==> src/rtl/branch_history_sched.sv <==
// -----------------------------------------------------------------------------
// branch_history_sched
//
// Write-port scheduler for the branch history table (2^INDEX_W entries of
// HIST_W bits) of the pipelined LC-3b core. It is the only master of the
// table's write port.
//
//   * Resolved-branch outcomes arrive from MEM over a ready/valid handshake
//     and are buffered in a DEPTH-entry FIFO.
//   * In RUN, one outcome per cycle is drained as a read-modify-write shift
//     of the addressed history entry. The registered write of the previous
//     cycle is forwarded when it targets the same entry, because the table
//     has not absorbed it yet.
//   * In CLEAR (after reset, or on clear_req) the table is zeroed with a
//     one-entry-per-cycle sweep. The FIFO keeps accepting during the sweep.
//
// Optional feature (macro BHT_SCHED_BYPASS_EN):
//   When defined, a resolution accepted in RUN while the FIFO is empty and
//   no clear is requested is processed in its accept cycle instead of being
//   enqueued, giving 1-cycle write latency instead of 2.
//
// Ports
//   clk, rst_n      clock (rising edge), asynchronous active-low reset
//   res_valid       resolved branch presented
//   res_index       table entry of the resolved branch
//   res_taken       branch outcome (1 = taken)
//   res_ready       FIFO can accept this cycle (0 while in reset)
//   clear_req       single-cycle request to zero the whole table
//   clear_busy      zeroing sweep in progress
//   tbl_rd_index    combinational read address to the table
//   tbl_rd_data     combinational read data from the table
//   wr_en           registered table write strobe
//   wr_index        registered table write address
//   wr_data         registered table write data
// -----------------------------------------------------------------------------
module branch_history_sched #(
  parameter int DEPTH   = 4,
  parameter int INDEX_W = 5,
  parameter int HIST_W  = 5
) (
  input  logic               clk,
  input  logic               rst_n,
  input  logic               res_valid,
  input  logic [INDEX_W-1:0] res_index,
  input  logic               res_taken,
  output logic               res_ready,
  input  logic               clear_req,
  output logic               clear_busy,
  output logic [INDEX_W-1:0] tbl_rd_index,
  input  logic [HIST_W-1:0]  tbl_rd_data,
  output logic               wr_en,
  output logic [INDEX_W-1:0] wr_index,
  output logic [HIST_W-1:0]  wr_data
);

  localparam int PTR_W = (DEPTH > 1) ? $clog2(DEPTH) : 1;
  localparam int CNT_W = $clog2(DEPTH + 1);
  localparam logic [INDEX_W-1:0] LAST_INDEX = '1;
  localparam logic [CNT_W-1:0]   FULL_COUNT = CNT_W'(DEPTH);

  typedef enum logic {
    ST_CLEAR = 1'b0,
    ST_RUN   = 1'b1
  } state_t;

  state_t             state, state_next;
  logic [INDEX_W-1:0] sweep_cnt, sweep_next;

  // FIFO storage and bookkeeping
  logic [INDEX_W-1:0] fifo_index [DEPTH];
  logic               fifo_taken [DEPTH];
  logic [PTR_W-1:0]   rd_ptr, wr_ptr;
  logic [CNT_W-1:0]   count;

  logic               full, empty;
  logic               push, pop, flush, bypass;
  logic               upd_valid, upd_taken;
  logic [INDEX_W-1:0] upd_index;
  logic [HIST_W-1:0]  src_hist, new_hist;

  // ---------------------------------------------------------------------------
  // Handshake and FIFO control
  // ---------------------------------------------------------------------------
  assign full  = (count == FULL_COUNT);
  assign empty = (count == '0);

  // Ready is gated by reset so MEM cannot hand over a result while the
  // scheduler is being reset.
  assign res_ready = rst_n & ~full;

  // A clear request in RUN discards everything queued at this edge and wins
  // over the pop; the head of this cycle is dropped, not written.
  assign flush = (state == ST_RUN) & clear_req;
  assign pop   = (state == ST_RUN) & ~clear_req & ~empty;

`ifdef BHT_SCHED_BYPASS_EN
  assign bypass = (state == ST_RUN) & ~clear_req & empty & res_valid & res_ready;
`else
  assign bypass = 1'b0;
`endif

  assign push = res_valid & res_ready & ~bypass;

  // ---------------------------------------------------------------------------
  // Read-modify-write of the addressed history entry
  // ---------------------------------------------------------------------------
  assign upd_valid = pop | bypass;
  assign upd_index = pop ? fifo_index[rd_ptr] : res_index;
  assign upd_taken = pop ? fifo_taken[rd_ptr] : res_taken;

  assign tbl_rd_index = upd_valid ? upd_index : '0;

  // The write registered last cycle lands in the table only at the coming
  // edge, so a back-to-back update of the same entry must take it from here.
  assign src_hist = (wr_en && (wr_index == upd_index)) ? wr_data : tbl_rd_data;
  assign new_hist = {src_hist[HIST_W-2:0], upd_taken};

  // ---------------------------------------------------------------------------
  // State machine
  // ---------------------------------------------------------------------------
  // NOTE: every signal driven here gets a default first, so no path through
  // the case statement can leave it unassigned and infer a latch.
  always_comb begin
    state_next = state;
    sweep_next = sweep_cnt;
    unique case (state)
      ST_CLEAR: begin
        if (clear_req) begin
          sweep_next = '0;
        end else if (sweep_cnt == LAST_INDEX) begin
          sweep_next = '0;
          state_next = ST_RUN;
        end else begin
          sweep_next = sweep_cnt + INDEX_W'(1);
        end
      end
      ST_RUN: begin
        if (clear_req) begin
          state_next = ST_CLEAR;
          sweep_next = '0;
        end
      end
      default: begin
        state_next = ST_CLEAR;
        sweep_next = '0;
      end
    endcase
  end

  // NOTE: sequential state uses non-blocking assignments so every register
  // samples pre-edge values regardless of block ordering.
  always_ff @(posedge clk or negedge rst_n) begin
    if (!rst_n) begin
      state     <= ST_CLEAR;
      sweep_cnt <= '0;
    end else begin
      state     <= state_next;
      sweep_cnt <= sweep_next;
    end
  end

  assign clear_busy = (state == ST_CLEAR);

  // ---------------------------------------------------------------------------
  // Registered table write port
  // ---------------------------------------------------------------------------
  always_ff @(posedge clk or negedge rst_n) begin
    if (!rst_n) begin
      wr_en    <= 1'b0;
      wr_index <= '0;
      wr_data  <= '0;
    end else if (state == ST_CLEAR) begin
      wr_en    <= 1'b1;
      wr_index <= sweep_cnt;
      wr_data  <= '0;
    end else if (upd_valid) begin
      wr_en    <= 1'b1;
      wr_index <= upd_index;
      wr_data  <= new_hist;
    end else begin
      wr_en    <= 1'b0;
    end
  end

  // ---------------------------------------------------------------------------
  // FIFO pointers and occupancy
  // ---------------------------------------------------------------------------
  always_ff @(posedge clk or negedge rst_n) begin
    if (!rst_n) begin
      rd_ptr <= '0;
      wr_ptr <= '0;
      count  <= '0;
    end else if (flush) begin
      // A result accepted in the clearing cycle survives as the sole entry.
      rd_ptr <= wr_ptr;
      if (push) begin
        wr_ptr <= wr_ptr + PTR_W'(1);
        count  <= CNT_W'(1);
      end else begin
        count  <= '0;
      end
    end else begin
      if (push) wr_ptr <= wr_ptr + PTR_W'(1);
      if (pop)  rd_ptr <= rd_ptr + PTR_W'(1);
      if (push && !pop)      count <= count + CNT_W'(1);
      else if (pop && !push) count <= count - CNT_W'(1);
    end
  end

  // NOTE: the payload array has no reset; occupancy and pointers decide
  // which slots are meaningful, so clearing the data would buy nothing.
  always_ff @(posedge clk) begin
    if (push) begin
      fifo_index[wr_ptr] <= res_index;
      fifo_taken[wr_ptr] <= res_taken;
    end
  end

endmodule
==> config.mk <==
export PLATFORM = sky130hd
export DESIGN_NAME = branch_history_sched
export DESIGN_NICKNAME = d
export VERILOG_FILES = /design/src/rtl/branch_history_sched.sv
export SDC_FILE = /design/constraint.sdc
export NUM_CORES = 1
export LEC_CHECK = 0
export CAP_MARGIN = 30
export CORE_UTILIZATION = 57
export DETAILED_ROUTE_END_ITERATION = 10
export HOLD_SLACK_MARGIN = 0.15
export PLACE_DENSITY = 0.83
export SLEW_MARGIN = 10
export SYNTH_ARGS = -nofsm -noshare
export SYNTH_HDL_FRONTEND = slang
export SYNTH_SLANG_ARGS = --single-unit
==> constraint.sdc <==
create_clock -name clk -period 6.2 [get_ports clk]
set_clock_uncertainty 0.05 [all_clocks]
set_input_delay 1.24 -clock clk [delete_from_list [all_inputs] [get_ports clk]]
set_output_delay 1.24 -clock clk [all_outputs]
set_load 0.01 [all_outputs]
# Word-level counts from Yosys, hierarchy flattened
# Memory sizes are Yosys's and may differ from the RTL's.
# Cells that the tools add are included.
# W data, S select, Z words.
word_totals:
  ff_bits: 24
  ram_bits: 24
  in_bits: 15
  output_inout_bits: 18
  word_cells: 62
  mem_count: 2
op_classes:
  addsub: 5
  eq_ne: 5
  muxes: 25
  n_bitwise: 9
  n_reduce_logical: 8
memory_table:
  columns: ["memory", "depth", "width", "read_ports", "rd_clocked_by_memory_dff", "wr", "line_no", "rtl"]
  rows:
  - ["fifo_index", 4, 5, 1, 0, 1, "70", "logic [INDEX_W-1:0] fifo_index [DEPTH];"]
  - ["fifo_taken", 4, 1, 1, 0, 1, "71", "logic fifo_taken [DEPTH];"]
ops:
  columns: ["op", "n"]
  rows:
  - ["$mux W5", 9]
  - ["$pmux W5 S2", 1]
  - ["$mux W3", 3]
  - ["$mux W1", 8]
  - ["$add A5 B1 Y5 const B", 1]
  - ["$and A1 B1 Y1", 5]
  - ["$eq A5 B5 Y1", 1]
  - ["$eq A5 B5 Y1 const B", 1]
  - ["$add A2 B1 Y2 const B", 2]
  - ["$mux W2", 2]
  - ["$mux W4", 1]
  - ["$not A1 Y1", 4]
  - ["$add A3 B1 Y3 const B", 1]
  - ["$eq A3 B3 Y1 const B", 1]
  - ["$logic_and A1 B1 Y1", 3]
  - ["$logic_not A3 Y1", 1]
  - ["$reduce_bool A3 Y1", 1]
  - ["$sub A3 B1 Y3 const B", 1]
  - ["$logic_not A1 Y1", 2]
  - ["$ne A2 B1 Y1 const B", 1]
  - ["$ne A2 B2 Y1 const B", 1]
  - ["$pmux W1 S2", 1]
  - ["$reduce_bool A2 Y1", 1]

# Depth between registers and ports, before layout
logic_depth:
  word_depth: 9
  depth_mapped: 9

# Worst setup path after synthesis
# No wires, ideal clock.
synth_path:
  path_kind: "input port to output port"
  startpoint: "input port clear_req"
  endpoint: "output port tbl_rd_index[3]"
  t_arrival_ns: 1.991
  required_ns: 4.910
  slack_ns: 2.919
  stages: 3
  path_buffers: 1
  cell_sequence: "nor3_1 buf_2 and2_1"
synth_between:
  elab_chain_len: 5
synth_lines:
  columns: ["item", "line_no", "rtl"]
  rows:
  - ["start: declaration", "47", "input logic clear_req,"]
  - ["$not A1 Y1 (*)", "94", "assign pop = (state == ST_RUN) & ~clear_req & ~empty;"]
  - ["$and A1 B1 Y1 (*) (2 in series)", "94", null]
  - ["$mux W5", "108", "assign upd_index = pop ? fifo_index[rd_ptr] : res_index;"]
  - ["$mux W5 (*)", "111", "assign tbl_rd_index = upd_valid ? upd_index : '0;"]
  - ["end: declaration", "49", "output logic [INDEX_W-1:0] tbl_rd_index,"]
# Mark *: on every way between the ends. The rest lies on a longest branch, timed or not.

# Worst setup path after layout
layout_path:
  startpoint: "input port clear_req"
  endpoint: "output port tbl_rd_index[4]"
# Same word-level chain as after synthesis.

==> run metrics <==
Sequential Power Share 0.522; Cell Int Power about 570 µW; fin util 0.7201; DRT iter0 DRCs 77; Final ANT Viol Nets 0; commonest non-fill, non-tap cell in the layout clkdlybuf4s50_1; Main synth FF type edfxtp_1; # Max-Cap Violations 0; startpoint types primary input; achievable frequency between 200 and 250 MHz; Unique masters post-synth 38; maximum root-to-sink buffer count 2; RSZ-0062 raised after global routing false; Post-synth EDFFs 24; via count between 1000 and 1500; Hold Crit Start wr_data[4]; worst setup path start clear_req; reg2reg start state; max-slew violations 0; FP Rows 22; port bufs 31; Slowest-stage cell, CP clkdlybuf4s50_1; # DRC 0; CTS clk-pin slew, worst paths around 0.090 ns; outcome finished, final reports clean; combinational share of power 0.186; power per cell area around 300 nW/µm²; ANT cells 0; worst vdd ir between 0.15 and 0.2 mV; drt first pass iters 4; DP Wirelength between 2000 and 3000 µm; multi-input logic area ~790 µm²; synth warn 0; register area ~1300 µm²; CP top delay family buffers and inverters; area delta synth->final 20.42%; CP max stage delay about 0.6 ns; NetSw around 210 µW; critical path data arrival time ~3.3 ns; r2r setup slk 3.33 ns; CP Capture Type output port; GRT Util Overall 0.2124; cell chain of the critical path clkdlybuf4s50_1 -> nor3_1 -> buf_4 -> and2_1 -> clkdlybuf4s50_1; syn_area_per_cell 12.98 µm²; post_cts resized 0; Tcrit/Tclk final 0.7346; Die Footprint a little over 4000 µm²; global route total overflow 0; largest net degree at the start of global routing 27; Seq/Total Area, Yosys 0.5990; Hold Buf Count CTS 0; H-tree Lvls 2; Max FO, Critical Path 12; CP Data Required Time 4.91 ns; Core ar. 3689 µm²; initial antenna violation count 0; DRT Wirelength approximately 3800 µm; critical path's most frequent cell clkdlybuf4s50_1; Synth Register Bits 48; non-filler cells, final approximately 250; Final WS setup approximately 1.6 ns; Num CTS Buffers 5; Die X-Extent 64.21 µm; Post-synth ARST share 0.5000; Layout Nets approximately 220; share of cells above drive strength 1 0.08867; first-pass GRT wire length between 6000 and 7000 µm; LEAKAGE between 1 and 1.5 nW; Slew @ Worst Pin about 0.53 ns; dpl ws approximately 1.6 ns; Clock Latency Late Sink 0.30 ns; Setup TNS 0 ns; cells after synthesis 170; CTS tree built; post-synth top area cell edfxtp_1; I/O Pins 33; Via-to-Cell Ratio approximately 5.7; clock share of power 0.292; syn nets approximately 190; max_slew headroom 0.6496; fill count between 200 and 250; Sw Share 0.2684; Root Buffer clkbuf_8; Buf/Inv on CP 3; most frequent cells in the layout clkdlybuf4s50_1 (31), dfrtp_1 (24), edfxtp_1 (24); vias in the first global route 1337; Hold Path Class flop to flop; area share of the largest cell type after synthesis 0.3267; crit path kind primary input to output port; gpl congestion roughly 0.82; post-layout min period roughly 4.6 ns; final hold vios 0; CTS Sinks 48; dpl cells 243; largest cells by area after synthesis edfxtp_1 (33%), dfrtp_1 (27%), mux4_2 (5.1%), xnor2_1 (3.6%), ha_1 (3.4%); Starting Density 0.5980; Setup violations, final 0; DR WL/cell 15.28 µm; Post-CTS Setup Bufs 0; die height 64.21 µm; Synth Cell Area 2206 µm²
-- cells in the mapped netlist, types with 2 or more instances --
library cell,count
o221ai_1,4
nor3b_1,2
and2_1,10
nand4_1,2
ha_1,6
dfrtp_1,24
o21ai_0,4
nor2_1,11
buf_2,2
xnor2_1,9
a221o_1,2
clkbuf_1,4
nor3_1,4
a21oi_1,7
edfxtp_1,24
nand3_1,3
o211ai_1,2
o21bai_1,3
and3_1,3
nand2_1,8
mux2i_1,3
or3_1,2
inv_1,12
mux4_2,5
-- metal layers --
metal  wire length [µm]  GRT usage  vias up
met1               1669     0.2766      695
met2               1899     0.3511       49
met3                212    0.04821        6
li1                   -          -      678
met5                  0          0        -
met4                 55    0.07500        0
-- through the flow --
stage / hold WS [ns] / total power, mW / instance area (µm²)
detailed placement: 0.4405 / 0.5595 / 2541
global placement: 0.4190 / 0.5475 / 2541
finish: 0.4517 / 0.7808 / 2656
global route: 0.4838 / 0.8219 / 2656
floorplan: 0.4622 / 0.5159 / 2206
CTS: 0.4618 / 0.7869 / 2656
-- power by group through the flow --
stage	combinational (mW)	clock [mW]	sequential, mW
after floorplan	0.116	0	0.399
after global placement	0.137	0	0.411
after detailed placement	0.146	0	0.414
after CTS	0.147	0.233	0.407
after global routing	0.165	0.245	0.413
final	0.145	0.228	0.407
-- area by class of cell --
| cell class | instances | share of cell area |
|---|---|---|
| Sequential cell | 48 | 0.4974 |
| Multi-Input combinational cell | 101 | 0.2958 |
| Timing Repair Buffer | 33 | 0.1225 |
| Clock buffer | 5 | 0.02591 |
| Tap cell | 48 | 0.02261 |
| Inverter | 13 | 0.01837 |
| Clock inverter | 3 | 0.01743 |
-- worst paths after layout --
kind | to | cells after the start
max | tbl_rd_index[4] | 5
max in group asynchronous | wr_ptr[1] | 2
min reg2reg | wr_data[4] | 2
max reg2reg | count[2] | 7
min in group asynchronous | sweep_cnt[0] | 2
min | wr_data[4] | 2
-- worst register-to-register path: cells and delay by family (launching register included) --
kind	cells	cell delay (ns)
adder cells (fa/ha/maj)	1	0.37
AND/OR/NAND/NOR	5	1.44
buffers and inverters	1	0.21
flip-flops	1	0.68
-- cells by family after synthesis --
| group | after synthesis | synth area share |
|---|---|---|
| adders and majority gates | 7 | 0.04311 |
| buffers and inverters | 21 | 0.04480 |
| xor gates and xnor gates | 9 | 0.03574 |
| muxes | 9 | 0.07658 |
| DFF | 48 | 0.5990 |
| and+or+nand+nor | 49 | 0.1180 |
| AOI/OAI and AO/OA | 27 | 0.08281 |
-- sequential cells by signal, indices dropped and copies added (netlist names) --
signal and flops:
fifo_index 20, state 1, wr_data 5, count 3
sweep_cnt 5, rd_ptr 2, wr_en 1, wr_ptr 2
fifo_taken 4, wr_index 5
Note: power is estimated with default switching activity, not from simulation.
